**src/rtl/mdu_iter_pkg.sv**
```systemverilog
`default_nettype none
// ----------------------------------------------------------------------------
// mdu_iter_pkg : opcodes, FSM states and op decode helpers for the MDU
// rev 1.0
// ----------------------------------------------------------------------------
package mdu_iter_pkg;

  localparam logic [7:0] AND_OP   = 8'b0010_0100;
  localparam logic [7:0] MULT_OP  = 8'b0001_1000;
  localparam logic [7:0] MULTU_OP = 8'b0001_1001;
  localparam logic [7:0] DIV_OP   = 8'b0001_1010;
  localparam logic [7:0] DIVU_OP  = 8'b0001_1011;
  localparam logic [7:0] MADD_OP  = 8'b1010_0110;
  localparam logic [7:0] MADDU_OP = 8'b1010_1000;
  localparam logic [7:0] MSUB_OP  = 8'b1010_1010;
  localparam logic [7:0] MSUBU_OP = 8'b1010_1011;

  typedef enum logic [2:0] {
    S_IDLE = 3'd0,
    S_MUL  = 3'd1,
    S_DIV  = 3'd2,
    S_FIX  = 3'd3,
    S_DONE = 3'd4
  } mdu_state_t;

  typedef enum logic [1:0] {
    K_MUL  = 2'd0,
    K_MADD = 2'd1,
    K_MSUB = 2'd2,
    K_DIV  = 2'd3
  } mdu_kind_t;

  function automatic logic op_supported(input logic [7:0] op);
    case (op)
      MULT_OP, MULTU_OP, DIV_OP, DIVU_OP,
      MADD_OP, MADDU_OP, MSUB_OP, MSUBU_OP: op_supported = 1'b1;
      default:                              op_supported = 1'b0;
    endcase
  endfunction

  function automatic logic op_signed(input logic [7:0] op);
    case (op)
      MULT_OP, DIV_OP, MADD_OP, MSUB_OP: op_signed = 1'b1;
      default:                           op_signed = 1'b0;
    endcase
  endfunction

  function automatic mdu_kind_t op_kind(input logic [7:0] op);
    case (op)
      DIV_OP, DIVU_OP:   op_kind = K_DIV;
      MADD_OP, MADDU_OP: op_kind = K_MADD;
      MSUB_OP, MSUBU_OP: op_kind = K_MSUB;
      default:           op_kind = K_MUL;
    endcase
  endfunction

endpackage
`default_nettype wire

```
**src/rtl/mdu_iter_div_step.sv**
```systemverilog
`default_nettype none
// ----------------------------------------------------------------------------
// mdu_div_step : STEPS combinational restoring-division iterations on {rem,quot}
// rev 1.0
// ----------------------------------------------------------------------------
module mdu_div_step #(
  parameter int WIDTH = 32,
  parameter int STEPS = 1
) (
  input  logic [WIDTH-1:0] rem_i,
  input  logic [WIDTH-1:0] quot_i,
  input  logic [WIDTH-1:0] divisor_i,
  output logic [WIDTH-1:0] rem_o,
  output logic [WIDTH-1:0] quot_o
);

  logic [WIDTH-1:0] rem_c  [0:STEPS];
  logic [WIDTH-1:0] quot_c [0:STEPS];

  assign rem_c[0]  = rem_i;
  assign quot_c[0] = quot_i;

  for (genvar i = 0; i < STEPS; i++) begin : g_iter
    logic [WIDTH:0] trial;
    logic [WIDTH:0] diff;
    logic           fits;

    // Dividend bits shift in from the quotient register MSB-first.
    assign trial = {rem_c[i], quot_c[i][WIDTH-1]};
    assign diff  = trial - {1'b0, divisor_i};
    assign fits  = (trial >= {1'b0, divisor_i});
    assign rem_c[i+1]  = fits ? diff[WIDTH-1:0] : trial[WIDTH-1:0];
    assign quot_c[i+1] = {quot_c[i][WIDTH-2:0], fits};
  end : g_iter

  assign rem_o  = rem_c[STEPS];
  assign quot_o = quot_c[STEPS];

endmodule
`default_nettype wire

```
**src/rtl/mdu_iter.sv**
```systemverilog
`default_nettype none
// ----------------------------------------------------------------------------
// mdu_iter : iterative MULT/DIV/MADD/MSUB unit producing the {HI,LO} pair
// rev 1.0
// ----------------------------------------------------------------------------
module mdu_iter
  import mdu_iter_pkg::*;
#(
  parameter int WIDTH    = 32,
  parameter int MUL_STEP = 2,
  parameter int DIV_STEP = 1
) (
  input  logic                 clk,
  input  logic                 rst,
  input  logic                 start_i,
  input  logic [7:0]           aluop_i,
  input  logic [WIDTH-1:0]     opdata1_i,
  input  logic [WIDTH-1:0]     opdata2_i,
  input  logic [2*WIDTH-1:0]   hilo_rdata_i,
  input  logic                 flush_i,
  output logic                 busy_o,
  output logic                 done_o,
  output logic                 hilo_we_o,
  output logic [2*WIDTH-1:0]   hilo_wdata_o
);

  localparam int             CW    = $clog2(WIDTH + 1);
  localparam logic [CW-1:0]  MUL_N = CW'(WIDTH / MUL_STEP);
  localparam logic [CW-1:0]  DIV_N = CW'(WIDTH / DIV_STEP);

  mdu_state_t          state;
  mdu_kind_t           kind;
  logic [CW-1:0]       cnt;
  logic                neg_lo;
  logic                neg_hi;
  logic [2*WIDTH-1:0]  mcand;
  logic [WIDTH-1:0]    opb;
  logic [2*WIDTH-1:0]  acc;
  logic [WIDTH-1:0]    rem;
  logic [WIDTH-1:0]    quot;
  logic [2*WIDTH-1:0]  hilo_cap;

  logic                accept;
  logic                sgn;
  logic                neg1;
  logic                neg2;
  logic [WIDTH-1:0]    abs1;
  logic [WIDTH-1:0]    abs2;
  logic [2*WIDTH-1:0]  mul_add;
  logic [WIDTH-1:0]    rem_nx;
  logic [WIDTH-1:0]    quot_nx;
  logic [2*WIDTH-1:0]  prod_s;
  logic [2*WIDTH-1:0]  fix_result;

  assign accept = (state == S_IDLE) && start_i && op_supported(aluop_i) && !flush_i;
  assign sgn    = op_signed(aluop_i);
  assign neg1   = sgn & opdata1_i[WIDTH-1];
  assign neg2   = sgn & opdata2_i[WIDTH-1];
  assign abs1   = neg1 ? -opdata1_i : opdata1_i;
  assign abs2   = neg2 ? -opdata2_i : opdata2_i;

  always_comb begin
    mul_add = '0;
    for (int k = 0; k < MUL_STEP; k++) begin
      if (opb[k]) mul_add = mul_add + (mcand << k);
    end
  end

  mdu_div_step #(
    .WIDTH (WIDTH),
    .STEPS (DIV_STEP)
  ) u_div_step (
    .rem_i     (rem),
    .quot_i    (quot),
    .divisor_i (opb),
    .rem_o     (rem_nx),
    .quot_o    (quot_nx)
  );

  always_comb begin
    prod_s = neg_lo ? -acc : acc;
    case (kind)
      K_MADD:  fix_result = hilo_cap + prod_s;
      K_MSUB:  fix_result = hilo_cap - prod_s;
      K_DIV:   fix_result = {(neg_hi ? -rem : rem), (neg_lo ? -quot : quot)};
      default: fix_result = prod_s;
    endcase
  end

  always_ff @(posedge clk or posedge rst) begin
    if (rst) begin
      state        <= S_IDLE;
      kind         <= K_MUL;
      cnt          <= '0;
      neg_lo       <= 1'b0;
      neg_hi       <= 1'b0;
      mcand        <= '0;
      opb          <= '0;
      acc          <= '0;
      rem          <= '0;
      quot         <= '0;
      hilo_cap     <= '0;
      hilo_wdata_o <= '0;
    end else if (flush_i) begin
      state <= S_IDLE;
      cnt   <= '0;
    end else begin
      case (state)
        S_IDLE: begin
          if (accept) begin
            kind     <= op_kind(aluop_i);
            hilo_cap <= hilo_rdata_i;
            mcand    <= {{WIDTH{1'b0}}, abs1};
            opb      <= abs2;
            acc      <= '0;
            rem      <= '0;
            quot     <= abs1;
            neg_hi   <= neg1;
            if (op_kind(aluop_i) == K_DIV) begin
              // A zero divisor keeps the raw all-ones quotient from the array.
              neg_lo <= (neg1 ^ neg2) & (|opdata2_i);
              cnt    <= DIV_N;
              state  <= S_DIV;
            end else begin
              neg_lo <= neg1 ^ neg2;
              cnt    <= MUL_N;
              state  <= S_MUL;
            end
          end
        end
        S_MUL: begin
          acc   <= acc + mul_add;
          mcand <= mcand << MUL_STEP;
          opb   <= opb >> MUL_STEP;
          cnt   <= cnt - 1'b1;
          if (cnt == CW'(1)) state <= S_FIX;
        end
        S_DIV: begin
          rem  <= rem_nx;
          quot <= quot_nx;
          cnt  <= cnt - 1'b1;
          if (cnt == CW'(1)) state <= S_FIX;
        end
        S_FIX: begin
          hilo_wdata_o <= fix_result;
          state        <= S_DONE;
        end
        S_DONE:  state <= S_IDLE;
        default: state <= S_IDLE;
      endcase
    end
  end

  assign busy_o    = accept || (state == S_MUL) || (state == S_DIV) || (state == S_FIX);
  assign done_o    = (state == S_DONE) && !flush_i;
  assign hilo_we_o = done_o;

endmodule
`default_nettype wire

```
**config.mk**
```make
export PLATFORM = sky130hd
export DESIGN_NAME = mdu_iter
export DESIGN_NICKNAME = d
export VERILOG_FILES = /design/src/rtl/mdu_iter_pkg.sv /design/src/rtl/mdu_iter_div_step.sv /design/src/rtl/mdu_iter.sv
export SDC_FILE = /design/constraint.sdc
export NUM_CORES = 2
export LEC_CHECK = 0
export CAP_MARGIN = 25
export CORE_ASPECT_RATIO = 0.5
export CORE_UTILIZATION = 35
export DETAILED_ROUTE_END_ITERATION = 6
export GPL_TIMING_DRIVEN = 0
export HOLD_SLACK_MARGIN = 0.03
export REMOVE_ABC_BUFFERS = 1
export SETUP_SLACK_MARGIN = 0.2
export SYNTH_ARGS = -nofsm -noshare
export SYNTH_HDL_FRONTEND = slang
export SYNTH_SLANG_ARGS = --single-unit
```
**constraint.sdc**
```tcl
create_clock -name clk -period 37.6 [get_ports clk]
set_input_delay 9.4 -clock clk [delete_from_list [all_inputs] [get_ports clk]]
set_output_delay 9.4 -clock clk [all_outputs]
set_load 0.05 [all_outputs]
```
==> impl_results.md <==
- Clock Skew: between 0.02 and 0.03 ns
- Vias in the first global route: around 31000
- Root buffer cell: clkbuf_16
- Post-CTS Setup Inserts: 0
- Total of max-cap violations: 0
- Hold Violations, Final: 0
- Yosys warns: 0
- Worst hold slack: between 0.4 and 0.5 ns
- Clock share of power: 13.8%
- Nets: 4757
- DRC violation total after the first TritonRoute iteration: approximately 2700
- PD cells: roughly 82 nW/um^2
- GR Overflow Total: 0
- Fmax: 45.7 MHz
- Htree depth: 2
- Critical Path Source: aluop_i[2]
- Commonest non-fill, non-tap cells in the layout: 424 x nand2_1, 379 x o21ai_0, 362 x dfrtp_1
- Clk buf depth: 3
- Final period util: between 50% and 60%
- Hold crit path type: flip-flop to flip-flop
- Total Power: 3.30 mW
- Worst path most repeated cell: clkdlybuf4s50_1
- Initial Util: a little over a third
- IO buf count: slightly above 200
- Dpl hpwl: around 94 mm
- Routed length per instance: between 20 and 25 microns
- Number of flops mapped to enable cells by yosys: 0
- Share of cells above drive strength 1: 6.48%
- Final setup viols: 0
- Post-synth cell types: 99
- Die Height: about 230 microns
- Crit start category: input port
- Post-Syn Instances: approximately 4300
- Gpl congestion: approximately 0.95
- Sink Count: roughly 370
- Io pins: approximately 210
- Setup TNS: 0 ns
- Fraction of registers with async set/reset: between 90% and 100%
- Post-layout min period: around 22 ns
- Post-Syn Area per Cell: 8.07 sq um
- Largest net degree at the start of global routing: between 100 and 150
- CP max FO: 33
- Largest cells by area after synthesis: dfrtp_1 26%, ha_1 8.2%, xnor2_1 6.0%
- Initial antenna violation count: 0
- Register area share after synthesis: 26.1%
- Placed Area: approximately 39000 sq um
- Die W: between 400 and 500 microns
- Crit-path cells: clkdlybuf4s50_1, nand2b_1, nor4_1, o21a_1, nand3_4, nand2_1, clkdlybuf4s50_1
- DRT Pass-1 Iters: 6
- Commonest non-fill, non-tap cell in the layout: nand2_1
- Die area: roughly 100000 sq um
- Pins Over Slew Limit: 0
- Leakage: between 15 and 20 nW
- P_int: ~1.6 mW
- Seq pwr share: between 20% and 30%
- # resized after CTS: 0
- R2R Path Start: opb[0]
- Worst-Margin Slew: around 1.3 ns
- Insertion delay to the later sink of the worst-skew pair: 0.60 ns
- Crit Path Class: input port to output port
- Row count: between 80 and 90
- Sw power: 1.70 mW
- Slowest cell delay on critical path: 0.83 ns
- Area delta synth->final: 14.4%
- Post-synthesis cell area: around 35000 sq um
- Yosys reg bits: between 300 and 400
- Status: completed
- Wire length of the first global-routing pass: ~190 mm
- Inserted Diodes: 0
- Comb power frac: between 60% and 70%
- Switching part of the total: about half
- Worst-path clk slew: 0.06 ns
- Rel. slew slack: 14.1%
- Total global-route track usage: between 20% and 30%
- VDD IR-drop max: about 0.000043 V
- Final WL: 121 mm
- Hold_sp: hilo_wdata_o[19]
- Endpoint class of the critical path: output port
- Most used flip-flop cell after synthesis: dfrtp_1
- Final instance area: roughly 40000 sq um
- Total number of vias: 33300
- TritonCTS clock tree: built
- Core area: 98500 sq um
- Hold_buf cts: 0
- Synth top area share: between 20% and 30%
- Critical Path Slowest Stage Cell: clkdlybuf4s50_1
- CP Data Required Time: ~28 ns
- CTS buffer count: 43
- Fillers: approximately 10000
- Synth area leader: dfrtp_1
- Worst path arrival time: 12.48 ns
- Routed vias/inst: roughly 5.8
- Post-route ant nets: 0
- RSZ-0062 raised after global routing: false
- # DRC: 0
==> metrics by stage <==
stage               setup WS, ns  instances  utilization [%]
global route               15.50       5740             40.7
global placement           12.61       5630             38.4
CTS                        15.74       5737             40.6
finish                     15.72       5740             40.7
detailed placement         15.75       5662             39.2
floorplan                  15.19       4096                -
==> cell usage after synthesis (all sizes together) (75+ instances only) <==
library cell and number:
dfrtp 365, inv 143, ha 231, a21o 172, mux2 110, xor2 181
o21ai 380, nand3 75, nor2 271, nand2 427, a21oi 357, clkbuf 222
xnor2 241, and2 88
==> cell type report <==
| type | count | area, sq um | area share [%] |
|---|---|---|---|
| Timing Repair Buffer | 241 | 2760 | 6.88 |
| Clock inverter | 18 | 244 | 0.608 |
| Inverter | 144 | 549 | 1.37 |
| Sequential cell | 365 | 9140 | 22.8 |
| Clock buffer | 57 | 1220 | 3.04 |
| Tap cell | 1328 | 1660 | 4.14 |
| Multi-Input combinational cell | 3587 | 24500 | 61.2 |
==> per-layer routing <==
layer / share of wire, % / routed length, microns / track usage, % / vias to the layer above
li1: - / - / - / 16000
met1: 47 / 57000 / 32.7 / 16200
met2: 44 / 53200 / 36.4 / 968
met3: 5.6 / 6820 / 3.18 / 151
met4: 3.2 / 3850 / 6.99 / 0
met5: 0 / 0 / 0 / -
==> path summary, 6_finish.rpt <==
| path | slack (ns) | end | cells past startpoint |
|---|---|---|---|
| hold / removal | 0.47 | hilo_wdata_o[19] | 1 |
| min in group asynchronous | 9.24 | mcand[57] | 2 |
| setup / recovery | 15.72 | busy_o | 7 |
| setup reg to reg | 28.90 | acc[61] | 29 |
| max in group asynchronous | 26.83 | opb[1] | 4 |
| hold reg to reg | 0.47 | hilo_wdata_o[19] | 1 |
==> power by group through the flow <==
stage | registers, mW | logic (mW) | clock network [mW]
2_1_floorplan | 0.746 | 1.43 | 0
3_3_place_gp | 0.734 | 2.01 | 0
3_5_place_dp | 0.724 | 2.08 | 0
4_1_cts | 0.717 | 2.09 | 0.467
5_1_grt | 0.736 | 2.32 | 0.485
6_report | 0.718 | 2.13 | 0.456
==> registers in the layout, summed over array words and instances, names as in the netlist <==
| register | flops |
|---|---|
| cnt | 6 |
| neg_hi | 1 |
| kind | 2 |
| hilo_wdata_o | 64 |
| quot | 32 |
| hilo_cap | 64 |
| opb | 32 |
| state | 3 |
| mcand | 64 |
| rem | 32 |
| neg_lo | 1 |
| acc | 64 |
==> critical path, delay by kind of cell <==
kind | cells | cell delay, ns
AOI/OAI and AO/OA | 1 | 0.35
buffers and inverters | 2 | 1.25
and+or+nand+nor | 4 | 1.47
==> cell families after synthesis <==
| logic type | count (synthesis) | share of synthesized area, % |
|---|---|---|
| buffers and inverters | 389 | 4.26 |
| AOI/OAI and AO/OA | 1473 | 27.1 |
| and+or+nand+nor | 1292 | 18.4 |
| xor gates and xnor gates | 422 | 10.6 |
| adders and majority gates | 235 | 8.48 |
| DFF | 365 | 26.1 |
| muxes | 165 | 5.11 |
(Power assumes the default switching activity.)
